`src/rtl/reflet_mailbox.sv`:
```
// reflet_mailbox: memory-mapped mailbox responder for the reflet CPU bus.
// Holds a TX FIFO (CPU -> outside) and an RX FIFO (outside -> CPU). Each FIFO
// has a valid/ready stream port.
//
// Ports
//   clk, reset          rising-edge clock; synchronous active-low reset
//   enable, addr        chip select and word register index (0..3)
//   data_in, write_en   CPU write data and direction (1 = write)
//   data_out            registered read data; 0 when not selected or on writes
//   tx_data, tx_valid   TX FIFO head stream out
//   tx_ready            consumer handshake
//   rx_data, rx_valid   producer stream in
//   rx_ready            RX FIFO can take a beat this cycle
//   irq                 level, RX FIFO non-empty
//
// Register map
//   0  rd: RX head (0 if empty)    wr: push data_in into TX
//   1  rd: {txovf, rxovf, txfull, rxnempty}   wr: [2] clears rxovf, [3] clears txovf
//   2  rd: RX count                wr: pop RX head
//   3  rd: TX count                wr: [0] flush TX, [1] flush RX
module reflet_mailbox #(
  parameter int unsigned wordsize = 16,
  parameter int unsigned depth    = 8
) (
  input  logic                clk,
  input  logic                reset,
  input  logic                enable,
  input  logic [1:0]          addr,
  input  logic [wordsize-1:0] data_in,
  input  logic                write_en,
  output logic [wordsize-1:0] data_out,
  output logic [wordsize-1:0] tx_data,
  output logic                tx_valid,
  input  logic                tx_ready,
  input  logic [wordsize-1:0] rx_data,
  input  logic                rx_valid,
  output logic                rx_ready,
  output logic                irq
);

  localparam int unsigned AW = $clog2(depth);
  localparam int unsigned CW = AW + 1;
  localparam logic [CW-1:0] DepthCnt = CW'(depth);

  // State
  logic [wordsize-1:0] tx_mem_q [depth];
  logic [wordsize-1:0] tx_mem_d [depth];
  logic [wordsize-1:0] rx_mem_q [depth];
  logic [wordsize-1:0] rx_mem_d [depth];
  logic [AW-1:0]       tx_wptr_q, tx_wptr_d, tx_rptr_q, tx_rptr_d;
  logic [AW-1:0]       rx_wptr_q, rx_wptr_d, rx_rptr_q, rx_rptr_d;
  logic [CW-1:0]       tx_cnt_q, tx_cnt_d, rx_cnt_q, rx_cnt_d;
  logic                tx_ovf_q, tx_ovf_d, rx_ovf_q, rx_ovf_d;
  logic [wordsize-1:0] data_out_q, data_out_d;

  // Bus decode
  logic bus_wr, bus_rd;
  logic tx_push_req, rx_pop_req, stat_wr, ctl_wr;
  logic tx_flush, rx_flush;

  assign bus_wr      = enable & write_en;
  assign bus_rd      = enable & ~write_en;
  assign tx_push_req = bus_wr & (addr == 2'd0);
  assign stat_wr     = bus_wr & (addr == 2'd1);
  assign rx_pop_req  = bus_wr & (addr == 2'd2);
  assign ctl_wr      = bus_wr & (addr == 2'd3);
  assign tx_flush    = ctl_wr & data_in[0];
  assign rx_flush    = ctl_wr & data_in[1];

  // FIFO status
  logic tx_full, tx_empty, rx_full, rx_empty;
  logic tx_push, tx_pop, rx_push, rx_pop;
  logic tx_ovf_set, rx_ovf_set;

  assign tx_full  = (tx_cnt_q == DepthCnt);
  assign tx_empty = (tx_cnt_q == '0);
  assign rx_full  = (rx_cnt_q == DepthCnt);
  assign rx_empty = (rx_cnt_q == '0);

  // A pop in the same cycle frees the slot, so a push into a full FIFO is
  // still accepted then.
  assign tx_pop     = ~tx_empty & tx_ready;
  assign tx_push    = tx_push_req & (~tx_full | tx_pop);
  assign tx_ovf_set = tx_push_req & tx_full & ~tx_pop & ~tx_flush;

  // rx_ready also rises while full if the CPU pops this cycle, keeping the
  // count steady instead of stalling the producer.
  assign rx_ready   = ~rx_full | rx_pop_req;
  assign rx_push    = rx_valid & rx_ready;
  assign rx_pop     = rx_pop_req & ~rx_empty;
  assign rx_ovf_set = rx_valid & ~rx_ready;

  // Stream-side outputs
  assign tx_valid = ~tx_empty;
  assign tx_data  = tx_empty ? '0 : tx_mem_q[tx_rptr_q];
  assign irq      = ~rx_empty;
  assign data_out = data_out_q;

  // TX FIFO next state
  always_comb begin
    tx_mem_d  = tx_mem_q;
    tx_wptr_d = tx_wptr_q;
    tx_rptr_d = tx_rptr_q;
    tx_cnt_d  = tx_cnt_q;
    if (tx_flush) begin
      tx_wptr_d = '0;
      tx_rptr_d = '0;
      tx_cnt_d  = '0;
    end else begin
      if (tx_push) begin
        tx_mem_d[tx_wptr_q] = data_in;
        tx_wptr_d           = tx_wptr_q + AW'(1);
      end
      if (tx_pop) begin
        tx_rptr_d = tx_rptr_q + AW'(1);
      end
      case ({tx_push, tx_pop})
        2'b10:   tx_cnt_d = tx_cnt_q + CW'(1);
        2'b01:   tx_cnt_d = tx_cnt_q - CW'(1);
        default: tx_cnt_d = tx_cnt_q;
      endcase
    end
  end

  // RX FIFO next state
  always_comb begin
    rx_mem_d  = rx_mem_q;
    rx_wptr_d = rx_wptr_q;
    rx_rptr_d = rx_rptr_q;
    rx_cnt_d  = rx_cnt_q;
    if (rx_flush) begin
      rx_wptr_d = '0;
      rx_rptr_d = '0;
      rx_cnt_d  = '0;
    end else begin
      if (rx_push) begin
        rx_mem_d[rx_wptr_q] = rx_data;
        rx_wptr_d           = rx_wptr_q + AW'(1);
      end
      if (rx_pop) begin
        rx_rptr_d = rx_rptr_q + AW'(1);
      end
      case ({rx_push, rx_pop})
        2'b10:   rx_cnt_d = rx_cnt_q + CW'(1);
        2'b01:   rx_cnt_d = rx_cnt_q - CW'(1);
        default: rx_cnt_d = rx_cnt_q;
      endcase
    end
  end

  // Overflow flags: a set in the same cycle as a clear wins.
  always_comb begin
    tx_ovf_d = tx_ovf_q;
    rx_ovf_d = rx_ovf_q;
    if (stat_wr && data_in[3]) tx_ovf_d = 1'b0;
    if (stat_wr && data_in[2]) rx_ovf_d = 1'b0;
    if (tx_ovf_set)            tx_ovf_d = 1'b1;
    if (rx_ovf_set)            rx_ovf_d = 1'b1;
  end

  // Read mux samples pre-edge state; write cycles return 0.
  always_comb begin
    data_out_d = '0;
    if (bus_rd) begin
      unique case (addr)
        2'd0: data_out_d = rx_empty ? '0 : rx_mem_q[rx_rptr_q];
        2'd1: data_out_d[3:0] = {tx_ovf_q, rx_ovf_q, tx_full, ~rx_empty};
        2'd2: data_out_d[CW-1:0] = rx_cnt_q;
        2'd3: data_out_d[CW-1:0] = tx_cnt_q;
        default: data_out_d = '0;
      endcase
    end
  end

  always_ff @(posedge clk) begin
    if (!reset) begin
      tx_wptr_q  <= '0;
      tx_rptr_q  <= '0;
      tx_cnt_q   <= '0;
      rx_wptr_q  <= '0;
      rx_rptr_q  <= '0;
      rx_cnt_q   <= '0;
      tx_ovf_q   <= 1'b0;
      rx_ovf_q   <= 1'b0;
      data_out_q <= '0;
    end else begin
      tx_wptr_q  <= tx_wptr_d;
      tx_rptr_q  <= tx_rptr_d;
      tx_cnt_q   <= tx_cnt_d;
      rx_wptr_q  <= rx_wptr_d;
      rx_rptr_q  <= rx_rptr_d;
      rx_cnt_q   <= rx_cnt_d;
      tx_ovf_q   <= tx_ovf_d;
      rx_ovf_q   <= rx_ovf_d;
      data_out_q <= data_out_d;
    end
  end

  // Storage needs no reset: counts gate every read of it.
  always_ff @(posedge clk) begin
    tx_mem_q <= tx_mem_d;
    rx_mem_q <= rx_mem_d;
  end

endmodule
```
`config.mk`:
```
export PLATFORM = sky130hd
export DESIGN_NAME = reflet_mailbox
export DESIGN_NICKNAME = d
export VERILOG_FILES = /design/src/rtl/reflet_mailbox.sv
export SDC_FILE = /design/constraint.sdc
export NUM_CORES = 1
export LEC_CHECK = 0
export CAP_MARGIN = 20
export CORE_MARGIN = 2
export CORE_UTILIZATION = 43
export DETAILED_ROUTE_END_ITERATION = 7
export PLACE_DENSITY = 0.68
export SKIP_LAST_GASP = 1
export SLEW_MARGIN = 20
export SYNTH_ARGS = -nofsm -noshare
export SYNTH_HDL_FRONTEND = slang
export SYNTH_SLANG_ARGS = --single-unit
```
`constraint.sdc`:
```
create_clock -name clk -period 6.3 [get_ports clk]
set_input_delay 1.26 -clock clk [delete_from_list [all_inputs] [get_ports clk]]
set_output_delay 1.26 -clock clk [all_outputs]
set_load 0.01 [all_outputs]
```
**Yosys cells after proc, flatten, opt, wreduce, memory -nomap -nowiden**

Index checks and enable logic that the tools add are counted.

- Output and inout port bits: 35
- Input port bits: 40
- Word-level logic and storage cells: 121
- Register bits: 294

- Eq/ne operators: 9
- Muxes and demuxes: 21
- $add $sub $neg: 8
- Magnitude comparators: 6
- Reduce and logical (&&, ||, !) cells: 17
- Bitwise operators: 34

Operators by type and width:

| cell | number |
|---|---|
| bitwise mux 128 bit | 2 |
| two-way mux 16 bit | 7 |
| binary-select mux 16 bit (select 3 bit) | 2 |
| demux 16 bit (select 3 bit) | 2 |
| bitwise AND 1 bit | 16 |
| >= comparator 4 bit (second input constant) | 4 |
| NOT 3 -> 4 bit | 4 |
| one-hot mux 4 bit (2 select lines) | 2 |
| one-hot mux 4 bit (4 select lines) | 1 |
| adder 3 x 1 -> 3 bit (second input constant) | 4 |
| NOT 1 bit | 12 |
| adder 4 x 1 -> 4 bit (second input constant) | 2 |
| == test 2 bit (second input constant) | 4 |
| == test 4 bit (second input constant) | 2 |
| logical NOT 4 bit | 2 |
| < comparator 4 x 1 -> 1 bit (second input constant) | 2 |
| nonzero test 2 bit | 4 |
| subtractor 4 x 1 -> 4 bit (second input constant) | 2 |
| == test 2 x 1 -> 1 bit (second input constant) | 3 |
| AND reduction 2 bit | 3 |
| logical AND 1 bit | 4 |
| two-way mux 1 bit | 4 |
| two-way mux 4 bit | 1 |
| OR reduction 2 bit | 2 |
| other kinds (3) | 4 |

**Logic depth before layout (Yosys ltp)**

Gate-level depths: netlist (run 1).

- Depth in word-level cells: 7
- Depth in mapped cells: 12
- Mapped depth without buffers: 10

**Worst setup path before layout (run 1)**

Ideal clock, no wire load.

- Path type: input -> register
- From: input port addr[0]
- To: register tx_mem_q[112] in the netlist's numbering (enable)
- Stages: 4
- Arrival time: 3411 ps
- Required time: 5870 ps
- Buffers on the path: 1
- Path slack: 2458 ps
- Cells stage by stage: buf_4 -> and4bb_2 -> o21ai_4 -> nor4_1

- Cells in the longest elaborated chain, start to end: 5
- Elaborated cells between the ends (all ways): 8
- Classes of those cells: 1 x eq/ne; 5 x bitwise; 2 x reduce/logical

RTL lines:

| item | line | source |
|---|---|---|
| start: declaration | 28 | `input logic [1:0] addr,` |
| == test 2 bit | 66 | `assign ctl_wr = bus_wr & (addr == 2'd3);` |
| bitwise AND 1 bit | 66 |  |
| bitwise AND 1 bit | 67 | `assign tx_flush = ctl_wr & data_in[0];` |
| NOT 1 bit (no line) | -- |  |
| AND reduction 2 bit (no line) * | -- |  |
| end signal: assignment | 201 | `tx_mem_q <= tx_mem_d;` |
| end: declaration | 46 | `logic [wordsize-1:0] tx_mem_q [depth];` |

Mark *: on every way between the ends. The rest lies on a longest branch, timed or not.
A chain may end at the register's enable or synchronous reset.

**Worst setup path after layout (run 1)**

- From: register tx_rptr_q[0]
- To: output port tx_data[0]

- Cells in the longest elaborated chain, start to end: 5

RTL lines:

| item | line | source |
|---|---|---|
| start: declaration | 50 | `logic [AW-1:0] tx_wptr_q, tx_wptr_d, tx_rptr_q, tx_rptr_d;` |
| start signal: assignment | 188 | `tx_rptr_q <= tx_rptr_d;` |
| NOT 3 -> 4 bit (implied by the code) | 95 | `assign tx_data = tx_empty ? '0 : tx_mem_q[tx_rptr_q];` |
| binary-select mux 16 bit (select 3 bit) | 95 |  |
| two-way mux 16 bit (implied by the code) (2 in series) | 95 |  |
| two-way mux 16 bit | 95 |  |
| end: declaration | 32 | `output logic [wordsize-1:0] tx_data,` |

No other way between the ends. The select of a mux whose other input is x is not followed.

==> out/summary.json, run 1 <==
{
  "sequentialPowerShare": {"value": 0.518},
  "ys_flop_type": {"value": "edfxtp_1"},
  "combinationalPowerShare": {"value": 0.064},
  "final_layout_net_count": {"value": 747},
  "vdd_drop_max": {"value": 0.000199, "unit": "V"},
  "max-clock-path-buffers": {"value": 3},
  "postSynthRegisterBits": {"value": 294},
  "antenna_violation_net_count_after_detailed_routing": {"value": 0},
  "critical_path.startpoint_type": {"value": "flop"},
  "final_max_slew_viol_count": {"value": 0},
  "fmaxAchievable": {"value": 236, "unit": "MHz"},
  "final_area": {"value": 13700, "unit": "µm²"},
  "root_buffer": {"value": "clkbuf_16"},
  "num-fill-cells": {"value": 2027},
  "fp.dieArea": {"value": 28100, "unit": "µm²"},
  "core_area": {"value": 26200, "unit": "µm²"},
  "avg_vias_per_cell": {"value": 5.49},
  "drtIter0Drc": {"value": 497},
  "drcViolationCount": {"value": 0},
  "ff2ff_setup_slack": {"value": 3460, "unit": "ps"},
  "number_of_iterations_in_the_first_detailed_routing_pass": {"value": 4},
  "hold_path_class": {"value": "flop to flop"},
  "critical_path.reg2reg.startpoint": {"value": "tx_cnt_q[1]"},
  "post-cts-setup-buffer-count": {"value": 0},
  "final.setup.tns": {"value": 0, "unit": "ps"},
  "worst_hold_path.num_cells": {"value": 2},
  "max_slew.worst_pin.slew": {"value": 1060, "unit": "ps"},
  "global_route.usage.total": {"value": 0.159},
  "final-instance-count-excl-fill": {"value": 1054},
  "worst_setup_hold_path_clk_slew": {"value": 70, "unit": "ps"},
  "min_delay_worst_endpoint": {"value": "rx_ovf_q"},
  "route.detailed.wl_per_inst": {"value": 21.1, "unit": "µm"},
  "std_cell_rows": {"value": 59},
  "gpl.final_weighted_congestion": {"value": 0.750},
  "setup_violations": {"value": 0},
  "critPathKind": {"value": "flop to output port"},
  "grt_pass1_wl": {"value": 34300, "unit": "µm"},
  "finClkSkew": {"value": 12.4, "unit": "ps"},
  "setup_repair_after_global_routing_missed_its_margin": {"value": "false"},
  "routed_wl": {"value": 22200, "unit": "µm"},
  "gr-total-overflow": {"value": 0},
  "finalHoldViolCount": {"value": 0},
  "num_antenna_cells": {"value": 0},
  "distinct_cells_synth": {"value": 53},
  "netlist_area": {"value": 11500, "unit": "µm²"},
  "postSynth.asyncResetShare": {"value": 0},
  "post_route_fraction_of_the_period_consumed_by_the_critical_path": {"value": 0.673},
  "power.density": {"value": 306, "unit": "nW/µm²"},
  "cts_made_buffers": {"value": 29},
  "final_period_minus_worst_setup_slack": {"value": 4240, "unit": "ps"},
  "synth_cells": {"value": 608},
  "clkPwrFrac": {"value": 0.418},
  "synth_area_per_cell": {"value": 19.0, "unit": "µm²"},
  "post_cts_resize_count": {"value": 0},
  "cts-hold-fix-buffers": {"value": 0},
  "synth.yosys.seq_area_share": {"value": 0.733},
  "worst_setup_path_end_kind": {"value": "output port"},
  "hold_start": {"value": "rx_ovf_q"},
  "placement.cell_area": {"value": 12700, "unit": "µm²"},
  "mappedNetlistNets": {"value": 658},
  "initial_core_util": {"value": 0.440},
  "worstRegToRegCells": {"value": 9},
  "timing.rr.end": {"value": "tx_cnt_q[2]"},
  "largest_net_degree_at_the_start_of_global_routing": {"value": 35},
  "endpoint_arrival_time_on_the_critical_path": {"value": 2980, "unit": "ps"},
  "die_height": {"value": 168, "unit": "µm"},
  "antenna_violations_before_repair": {"value": 2},
  "tritoncts_num_sinks": {"value": 294},
  "dpl.cell_count": {"value": 1001},
  "cts_tree": {"value": "yes"},
  "cellInternalPower": {"value": 3.35, "unit": "mW"},
  "synth-edff-count": {"value": 256},
  "dr_total_vias": {"value": 5783},
  "area_growth": {"value": 18.8, "unit": "%"},
  "leakage": {"value": 4.29, "unit": "nW"},
  "reported_net_switching_power": {"value": 0.844, "unit": "mW"},
  "number_of_h_tree_levels": {"value": 1},
  "die_x": {"value": 168, "unit": "µm"},
  "pin_count": {"value": 75},
  "grt_pass1_vias": {"value": 6120},
  "status": {"value": "finished clean"},
  "timing.critical_path.required": {"value": 5040, "unit": "ps"},
  "portBuffers": {"value": 74},
  "post_route_cells_drive_above_1_share": {"value": 0.199},
  "synthesis.yosys.warnings": {"value": 0},
  "sw_frac_of_total": {"value": 0.201},
  "place_hpwl": {"value": 13000, "unit": "µm"},
  "source_to_sink_clock_delay_at_the_later_pin_of_the_worst_skew_pair": {"value": 530, "unit": "ps"},
  "cap_viol_max_count": {"value": 0},
  "critical_path_fanout_max": {"value": 18},
  "slew_headroom": {"value": 0.290},
  "totalPowerFinal": {"value": 4.20, "unit": "mW"}
}
worst max-delay path by stage:
stage                 start       endpoint  slack, ps  depth (start not counted)
2_1_floorplan       addr[0]  tx_mem_q[112]       2460                          4
3_3_place_gp        addr[1]       rx_ready       2120                          4
3_5_place_dp        addr[1]       rx_ready       2070                          4
4_1_cts        tx_rptr_q[0]     tx_data[6]       1990                          5
5_1_grt        tx_rptr_q[0]     tx_data[0]       1840                          5
6_report       tx_rptr_q[0]     tx_data[0]       2060                          5
cell usage after synthesis, drive strengths merged, types with 9 or more instances:
cell type,count,share of area
mux4,64,0.13
dfxtp,38,0.066
nor2,57,0.019
a21oi,12,0.0052
mux2i,38,0.033
o21ai,13,0.0066
nand2,10,0.0033
buf,20,0.010
clkbuf,12,0.0039
xor2,9,0.0068
ha,10,0.011
edfxtp,256,0.67
flip-flops by register name, indices dropped and copies added, names as in the netlist:
register / count
rx_cnt_q: 4
tx_ovf_q: 1
tx_cnt_q: 4
rx_ovf_q: 1
rx_rptr_q: 3
rx_mem_q: 128
rx_wptr_q: 3
tx_mem_q: 128
tx_wptr_q: 3
data_out: 16
tx_rptr_q: 3
placed cells by master (no fill, tap or decap), drive strengths merged, types with 2 or more instances in the layout:
cell / n
nand2b: 4
or3: 3
o21ai: 13
clkdlybuf4s50: 74
mux4: 64
nand4: 2
a21o: 2
nor2: 57
edfxtp: 256
ha: 10
a21oi: 12
buf: 16
dfxtp: 38
o22ai: 4
bufinv: 5
nand3: 7
nor2b: 3
xor2: 9
mux2i: 38
nand2: 10
a21boi: 2
inv: 6
nor4b: 2
nor3: 7
clkbuf: 37
xnor2: 4
nor4: 3
nor4bb: 2
clkinv: 11
area by class of cell:
type | count | area [µm²] | area share
Tap cell | 335 | 419 | 0.0306
Timing Repair Buffer | 90 | 861 | 0.0629
Multi-Input combinational cell | 276 | 2960 | 0.216
Inverter | 6 | 22.5 | 0.00164
Clock buffer | 37 | 776 | 0.0567
Clock inverter | 16 | 201 | 0.0147
Sequential cell | 294 | 8450 | 0.617
cell families after synthesis:
kind of cell / Yosys count / synth area share
AOI/OAI and AO/OA: 42 / 0.0229
adders and majority gates: 10 / 0.0109
xor gates and xnor gates: 13 / 0.00988
muxes: 102 / 0.158
and+or+nand+nor: 109 / 0.0497
DFF: 294 / 0.733
buffers and inverters: 38 / 0.0160
critical path, stage by stage (launching register included):
cell	delay (ps)
dfxtp_2	690
buf_4	460
mux4_2	540
mux2i_1	180
nor2_1	60
clkdlybuf4s50_1	480
per-layer routing:
layer | wire length, µm | up-vias | global-route usage
li1 | - | 2616 | -
met1 | 9140 | 2963 | 0.193
met2 | 11300 | 157 | 0.283
met3 | 1080 | 45 | 0.0314
met4 | 692 | 2 | 0.0529
met5 | 12 | - | 0
metrics by stage:
step / hold slack, ps / setup slack, ps / utilization
2_1_floorplan: 454 / 2460 / -
3_3_place_gp: 478 / 2120 / 0.485
3_5_place_dp: 477 / 2070 / 0.485
4_1_cts: 487 / 1990 / 0.523
5_1_grt: 511 / 1840 / 0.523
6_report: 488 / 2060 / 0.523
power groups by stage:
stage	registers (mW)	clock network, mW	logic (mW)
floorplan	2.20	0	0.161
global placement	2.21	0	0.263
detailed placement	2.22	0	0.271
CTS	2.17	1.78	0.273
global route	2.18	1.86	0.293
finish	2.17	1.75	0.269
No activity file was read; power rests on OpenSTA's default activity.
==> run 2: changes to the inputs <==
--- a/config.mk
+++ b/config.mk
@@ -9,7 +9,7 @@
 export CORE_MARGIN = 2
 export CORE_UTILIZATION = 43
 export DETAILED_ROUTE_END_ITERATION = 7
-export PLACE_DENSITY = 0.68
+export PLACE_DENSITY = 0.7
 export SKIP_LAST_GASP = 1
 export SLEW_MARGIN = 20
 export SYNTH_ARGS = -nofsm -noshare
==> constraint.sdc (replaced) <==
create_clock -name clk -period 3.5 [get_ports clk]
set_input_delay 0.7 -clock clk [delete_from_list [all_inputs] [get_ports clk]]
set_output_delay 0.7 -clock clk [all_outputs]
set_load 0.01 [all_outputs]
==> run 2 against run 1 <==
Effect of this change:
- via count is 0.14% lower
- largest cell class unchanged
- worst hold slack better by 27 ps
- setup slack lost 1800 ps
- utilization is 0.24 points higher
==> out/summary.json, run 2 (synthesized netlist as in run 1, its figures left out) <==
{
  "status": {"value": "finished clean"},
  "final_area": {"value": 13800, "unit": "µm²"},
  "final_layout_net_count": {"value": 759},
  "cts-hold-fix-buffers": {"value": 0},
  "post-cts-setup-buffer-count": {"value": 0},
  "max_stage_delay": {"value": 560, "unit": "ps"},
  "hold_path_class": {"value": "flop to flop"},
  "max-clock-path-buffers": {"value": 3},
  "critPathKind": {"value": "flop to output port"},
  "family_with_the_most_delay_on_the_worst_path": {"value": "buffers and inverters"},
  "post_route_fraction_of_the_period_consumed_by_the_critical_path": {"value": 0.918},
  "final_period_minus_worst_setup_slack": {"value": 3210, "unit": "ps"},
  "die_height": {"value": 168, "unit": "µm"},
  "gpl.final_weighted_congestion": {"value": 0.824},
  "setup_repair_after_global_routing_missed_its_margin": {"value": "false"},
  "antenna_violation_net_count_after_detailed_routing": {"value": 0},
  "crit_slowest_cell": {"value": "mux4_2"},
  "core_area": {"value": 26200, "unit": "µm²"},
  "place_hpwl": {"value": 13500, "unit": "µm"},
  "final-instance-count-excl-fill": {"value": 1068},
  "slew_headroom": {"value": 0.434},
  "antenna_violations_before_repair": {"value": 2},
  "worst_setup_path_end_kind": {"value": "output port"},
  "final.setup.tns": {"value": 0, "unit": "ps"},
  "setup_slack": {"value": 286, "unit": "ps"},
  "power.density": {"value": 549, "unit": "nW/µm²"},
  "grt_pass1_vias": {"value": 6103},
  "drtIter0Drc": {"value": 406},
  "worstRegToRegCells": {"value": 9},
  "die_x": {"value": 168, "unit": "µm"},
  "ff2ff_setup_slack": {"value": 590, "unit": "ps"},
  "fp.dieArea": {"value": 28100, "unit": "µm²"},
  "setup.worst_path.start": {"value": "tx_rptr_q[0]"},
  "largest_net_degree_at_the_start_of_global_routing": {"value": 33},
  "totalPowerFinal": {"value": 7.55, "unit": "mW"},
  "initial_core_util": {"value": 0.440},
  "final_max_slew_viol_count": {"value": 0},
  "grt_pass1_wl": {"value": 34400, "unit": "µm"},
  "placement.cell_area": {"value": 12800, "unit": "µm²"},
  "setup_violations": {"value": 0},
  "critical_path.reg2reg.startpoint": {"value": "tx_cnt_q[1]"},
  "avg_vias_per_cell": {"value": 5.41},
  "number_of_iterations_in_the_first_detailed_routing_pass": {"value": 4},
  "root_buffer": {"value": "clkbuf_16"},
  "layout.cells.most_common": {"value": "edfxtp_1"},
  "dpl.cell_count": {"value": 1013},
  "max_slew.worst_pin.slew": {"value": 848, "unit": "ps"},
  "finalHoldViolCount": {"value": 0},
  "worst_hold_path.num_cells": {"value": 2},
  "tritoncts_num_sinks": {"value": 294},
  "routed_wl": {"value": 22200, "unit": "µm"},
  "cts_tree": {"value": "yes"},
  "final_cell_mix": {"value": "edfxtp_1 (256), clkdlybuf4s50_1 (74), mux4_2 (64), nor2_1 (57), mux2i_1 (38)"},
  "source_to_sink_clock_delay_at_the_later_pin_of_the_worst_skew_pair": {"value": 540, "unit": "ps"},
  "number_of_h_tree_levels": {"value": 1},
  "gr-total-overflow": {"value": 0},
  "cap_viol_max_count": {"value": 0},
  "worst_setup_hold_path_clk_slew": {"value": 60, "unit": "ps"},
  "area_growth": {"value": 19.3, "unit": "%"},
  "vdd_drop_max": {"value": 0.000450, "unit": "V"},
  "ff_latch_area": {"value": 8450, "unit": "µm²"},
  "finClkSkew": {"value": 8.01, "unit": "ps"},
  "drcViolationCount": {"value": 0},
  "portBuffers": {"value": 74},
  "route.detailed.wl_per_inst": {"value": 20.8, "unit": "µm"},
  "std_cell_rows": {"value": 59},
  "timing.rr.end": {"value": "tx_cnt_q[2]"},
  "fmaxAchievable": {"value": 311, "unit": "MHz"},
  "leakage": {"value": 4.36, "unit": "nW"},
  "cts_made_buffers": {"value": 29},
  "multi_input_comb_area": {"value": 2930, "unit": "µm²"},
  "worstSetupPathDepth": {"value": 5},
  "post_cts_resize_count": {"value": 0},
  "global_route.usage.total": {"value": 0.160},
  "pin_count": {"value": 75},
  "num-fill-cells": {"value": 2016},
  "cp-endpoint": {"value": "tx_data[0]"},
  "critical_path.n_buffers_inverters": {"value": 2},
  "endpoint_arrival_time_on_the_critical_path": {"value": 2510, "unit": "ps"},
  "timing.critical_path.required": {"value": 2800, "unit": "ps"},
  "post_route_cells_drive_above_1_share": {"value": 0.206},
  "critical_path.startpoint_type": {"value": "flop"},
  "worstPathCellList": {"value": "buf_4, mux4_2, mux2i_1, nor2_1, clkdlybuf4s50_1"},
  "critical_path_fanout_max": {"value": 20},
  "post_place_setup_slack": {"value": 228, "unit": "ps"},
  "dr_total_vias": {"value": 5775}
}
[run 2: changes by cell type in the layout (fill, tap and decap cells not counted)]
cell	previous run	this run
buf_4	16	28
nor3_2	1	6
nor3_4	5	0
clkinv_1	3	6
clkinv_2	8	5
dfxtp_1	34	36
dfxtp_2	4	2
diode_2	0	1
inv_6	0	1
[run 2: layout make-up]
cell class / instances / area share
clock buffers: 37 / 0.0564
clock inverters: 17 / 0.0150
well taps: 335 / 0.0305
repair buffers: 102 / 0.0691
flip-flops and latches: 294 / 0.614
inverters: 6 / 0.00164
diodes: 1 / 0.000182
multi-input cells: 276 / 0.213
[run 2: metrics by stage]
| stage | utilization | hold WS (ps) |
|---|---|---|
| after CTS | 0.525 | 514 |
| after floorplan | - | 454 |
| after global routing | 0.525 | 549 |
| final | 0.525 | 515 |
| after detailed placement | 0.487 | 506 |
| after global placement | 0.487 | 474 |
[run 2: where the power goes]
group	internal [mW]	switching [mW]	total, mW	leakage [nW]
logic	0.249	0.252	0.501	1.25
registers	3.86	0.0340	3.90	2.62
clock network	1.93	1.22	3.15	0.483
[run 2: how the worst min path moves through the flow]
stage,end,from,slack [ps]
after floorplan,rx_ovf_q,rx_ovf_q,450
after global placement,rx_ovf_q,rx_ovf_q,470
after detailed placement,rx_ovf_q,rx_ovf_q,510
after CTS,rx_ovf_q,rx_ovf_q,510
after global routing,rx_ovf_q,rx_ovf_q,550
final,rx_ovf_q,rx_ovf_q,510
[run 2: routing by layer]
layer  global-route usage  share of wire  up-vias
met3               0.0329          0.049       35
li1                     -              -     2640
met1                0.195           0.41     2959
met2                0.293           0.53      139
met4               0.0333          0.016        2
met5                    0        0.00050        -
[run 2: worst min-delay path: cells and delay by family, from the launching register on]
kind               cells  cell delay [ps]
AOI/OAI and AO/OA      2              160
DFF                    1              310
==> run 3: changes to the inputs <==
--- a/config.mk
+++ b/config.mk
@@ -5,6 +5,7 @@
 export SDC_FILE = /design/constraint.sdc
 export NUM_CORES = 1
 export LEC_CHECK = 0
+export ABC_AREA = 1
 export CAP_MARGIN = 20
 export CORE_MARGIN = 2
 export CORE_UTILIZATION = 43
==> run 3 against run 2 <==
Effect of this change:
- routed wire length is 15% higher
- via count rose by 34%
- clock skew fell by 1.1 ps
- highest routed layer is now met4
==> out/summary.json, run 3 <==
{
  "status": {"value": "finished clean"},
  "post-cts-setup-buffer-count": {"value": 0},
  "distinct_cells_synth": {"value": 35},
  "final_max_slew_viol_count": {"value": 0},
  "cts_made_buffers": {"value": 29},
  "root_buffer": {"value": "clkbuf_16"},
  "source_to_sink_clock_delay_at_the_later_pin_of_the_worst_skew_pair": {"value": 530, "unit": "ps"},
  "dr_total_vias": {"value": 7725},
  "critPathKind": {"value": "flop to output port"},
  "sw_frac_of_total": {"value": 0.273},
  "timing.critical_path.required": {"value": 2800, "unit": "ps"},
  "endpoint_arrival_time_on_the_critical_path": {"value": 2510, "unit": "ps"},
  "reported_net_switching_power": {"value": 2.37, "unit": "mW"},
  "largest_net_degree_at_the_start_of_global_routing": {"value": 67},
  "final_layout_net_count": {"value": 1149},
  "area_growth": {"value": 17.2, "unit": "%"},
  "grt_pass1_wl": {"value": 40000, "unit": "µm"},
  "holdWs": {"value": 468, "unit": "ps"},
  "fp.dieArea": {"value": 29000, "unit": "µm²"},
  "leakage": {"value": 4.86, "unit": "nW"},
  "post_route_fraction_of_the_period_consumed_by_the_critical_path": {"value": 0.917},
  "final_period_minus_worst_setup_slack": {"value": 3210, "unit": "ps"},
  "grt_pass1_vias": {"value": 7543},
  "finalHoldViolCount": {"value": 0},
  "final_cell_mix": {"value": "edfxtp_1 (256), nor2_1 (215), nand2_1 (120), o21ai_0 (106), clkdlybuf4s50_1 (74)"},
  "gpl.final_weighted_congestion": {"value": 0.840},
  "pin_count": {"value": 75},
  "critical_path.startpoint_type": {"value": "flop"},
  "placement.cell_area": {"value": 13000, "unit": "µm²"},
  "synth-edff-count": {"value": 256},
  "num_antenna_cells": {"value": 0},
  "finClkSkew": {"value": 6.93, "unit": "ps"},
  "synth.largest_area_cell": {"value": "edfxtp_1"},
  "number_of_h_tree_levels": {"value": 1},
  "final.setup.tns": {"value": 0, "unit": "ps"},
  "synthTopCellsByCount": {"value": "edfxtp_1 (256), nor2_1 (215), nand2_1 (120)"},
  "die_height": {"value": 170, "unit": "µm"},
  "core_area": {"value": 27000, "unit": "µm²"},
  "global_route.usage.total": {"value": 0.176},
  "synth_top_cell_area_share": {"value": 0.646},
  "initial_core_util": {"value": 0.440},
  "std_cell_rows": {"value": 60},
  "mappedNetlistNets": {"value": 1066},
  "vdd_drop_max": {"value": 0.000525, "unit": "V"},
  "synth.top_cells.by_area": {"value": "edfxtp_1 (65%), nor2_1 (6.8%), dfxtp_1 (6.4%), o21ai_0 (4.5%), nand2_1 (3.8%)"},
  "synth_area_per_cell": {"value": 11.7, "unit": "µm²"},
  "setup_repair_after_global_routing_missed_its_margin": {"value": "false"},
  "critical_path_fanout_max": {"value": 20},
  "max-clock-path-buffers": {"value": 3},
  "worst_setup_path_end_kind": {"value": "output port"},
  "ys_flop_type": {"value": "edfxtp_1"},
  "die_x": {"value": 170, "unit": "µm"},
  "tritoncts_num_sinks": {"value": 294},
  "max_slew.worst_pin.slew": {"value": 907, "unit": "ps"},
  "worst_setup_hold_path_clk_slew": {"value": 60, "unit": "ps"},
  "number_of_iterations_in_the_first_detailed_routing_pass": {"value": 5},
  "post-synth-top-count-cell": {"value": "edfxtp_1"},
  "sequentialPowerShare": {"value": 0.457},
  "cts_tree": {"value": "yes"},
  "fmaxAchievable": {"value": 311, "unit": "MHz"},
  "combinationalPowerShare": {"value": 0.203},
  "route.detailed.wl_per_inst": {"value": 17.4, "unit": "µm"},
  "routed_wl": {"value": 25400, "unit": "µm"},
  "final-instance-count-excl-fill": {"value": 1462},
  "setup_violations": {"value": 0},
  "synth.yosys.seq_area_share": {"value": 0.710},
  "postSynth.asyncResetShare": {"value": 0},
  "post_route_cells_drive_above_1_share": {"value": 0.0839},
  "antenna_violation_net_count_after_detailed_routing": {"value": 0},
  "layout.cells.most_common": {"value": "edfxtp_1"},
  "postSynthRegisterBits": {"value": 294},
  "dpl.cell_count": {"value": 1409},
  "place_hpwl": {"value": 14600, "unit": "µm"},
  "antenna_violations_before_repair": {"value": 0},
  "post_cts_resize_count": {"value": 0},
  "slew_headroom": {"value": 0.396},
  "hold_path_class": {"value": "flop to flop"},
  "portBuffers": {"value": 74},
  "netlist_area": {"value": 11900, "unit": "µm²"},
  "clkPwrFrac": {"value": 0.340},
  "power.density": {"value": 623, "unit": "nW/µm²"},
  "cap_viol_max_count": {"value": 0},
  "synthesis.yosys.warnings": {"value": 0},
  "cts-hold-fix-buffers": {"value": 0},
  "drcViolationCount": {"value": 0},
  "final_area": {"value": 13900, "unit": "µm²"},
  "gr-total-overflow": {"value": 0},
  "share_of_the_core_filled_with_cells_in_the_final_layout": {"value": 0.516},
  "synth_cells": {"value": 1016},
  "drtIter0Drc": {"value": 590},
  "num-fill-cells": {"value": 2291},
  "cellInternalPower": {"value": 6.31, "unit": "mW"},
  "avg_vias_per_cell": {"value": 5.28}
}
-- run 3: path summary, 6_finish.rpt --
| kind | startpoint | end | slack, ps | depth (start not counted) |
|---|---|---|---|---|
| min | rx_ovf_q | rx_ovf_q | 470 | 2 |
| min reg2reg | rx_ovf_q | rx_ovf_q | 470 | 2 |
| max | tx_rptr_q[1] | tx_data[1] | 290 | 7 |
| max reg2reg | tx_cnt_q[1] | tx_cnt_q[2] | 930 | 12 |
-- run 3: layout make-up --
cell class	count	area [µm²]	share of cell area
Clock inverter	7	61.3	0.00440
Clock buffer	46	850	0.0610
Inverter	45	174	0.0125
Tap cell	341	427	0.0306
Multi-Input combinational cell	627	3010	0.216
Timing Repair Buffer	102	963	0.0691
Sequential cell	294	8450	0.606
-- run 3: critical path: stages (launching register included) --
cell and delay, ps:
dfxtp_1 340, buf_4 220, buf_4 270, o21ai_0 120, o211ai_1 190, nand2_1 80, nor2_1 180, clkdlybuf4s50_1 570
-- run 3: kinds of logic after synthesis --
family,share of synthesized area
simple gates,0.137
flops,0.710
compound gates,0.100
buf+inv,0.0383
fa+ha+maj,0.0105
xor+xnor,0.00442
-- run 3: power by group through the flow --
stage | combinational [mW] | sequential [mW] | clock [mW]
floorplan | 1.09 | 4.01 | 0
global placement | 1.73 | 4.04 | 0
detailed placement | 1.76 | 4.04 | 0
CTS | 1.77 | 3.97 | 3.00
global route | 1.98 | 3.98 | 3.14
finish | 1.76 | 3.97 | 2.95
-- run 3: layer usage --
| layer | track usage | wire length [µm] | vias up |
|---|---|---|---|
| li1 | - | - | 3754 |
| met1 | 0.222 | 10700 | 3710 |
| met2 | 0.313 | 12600 | 224 |
| met3 | 0.0337 | 1610 | 37 |
| met4 | 0.0465 | 497 | 0 |
| met5 | 0 | 0 | - |
-- run 3: metrics by stage --
stage / total power [mW] / worst slack (ps)
after floorplan: 5.11 / 728
after global placement: 5.77 / 600
after detailed placement: 5.81 / 540
after CTS: 8.74 / 132
after global routing: 9.09 / 114
final: 8.68 / 289
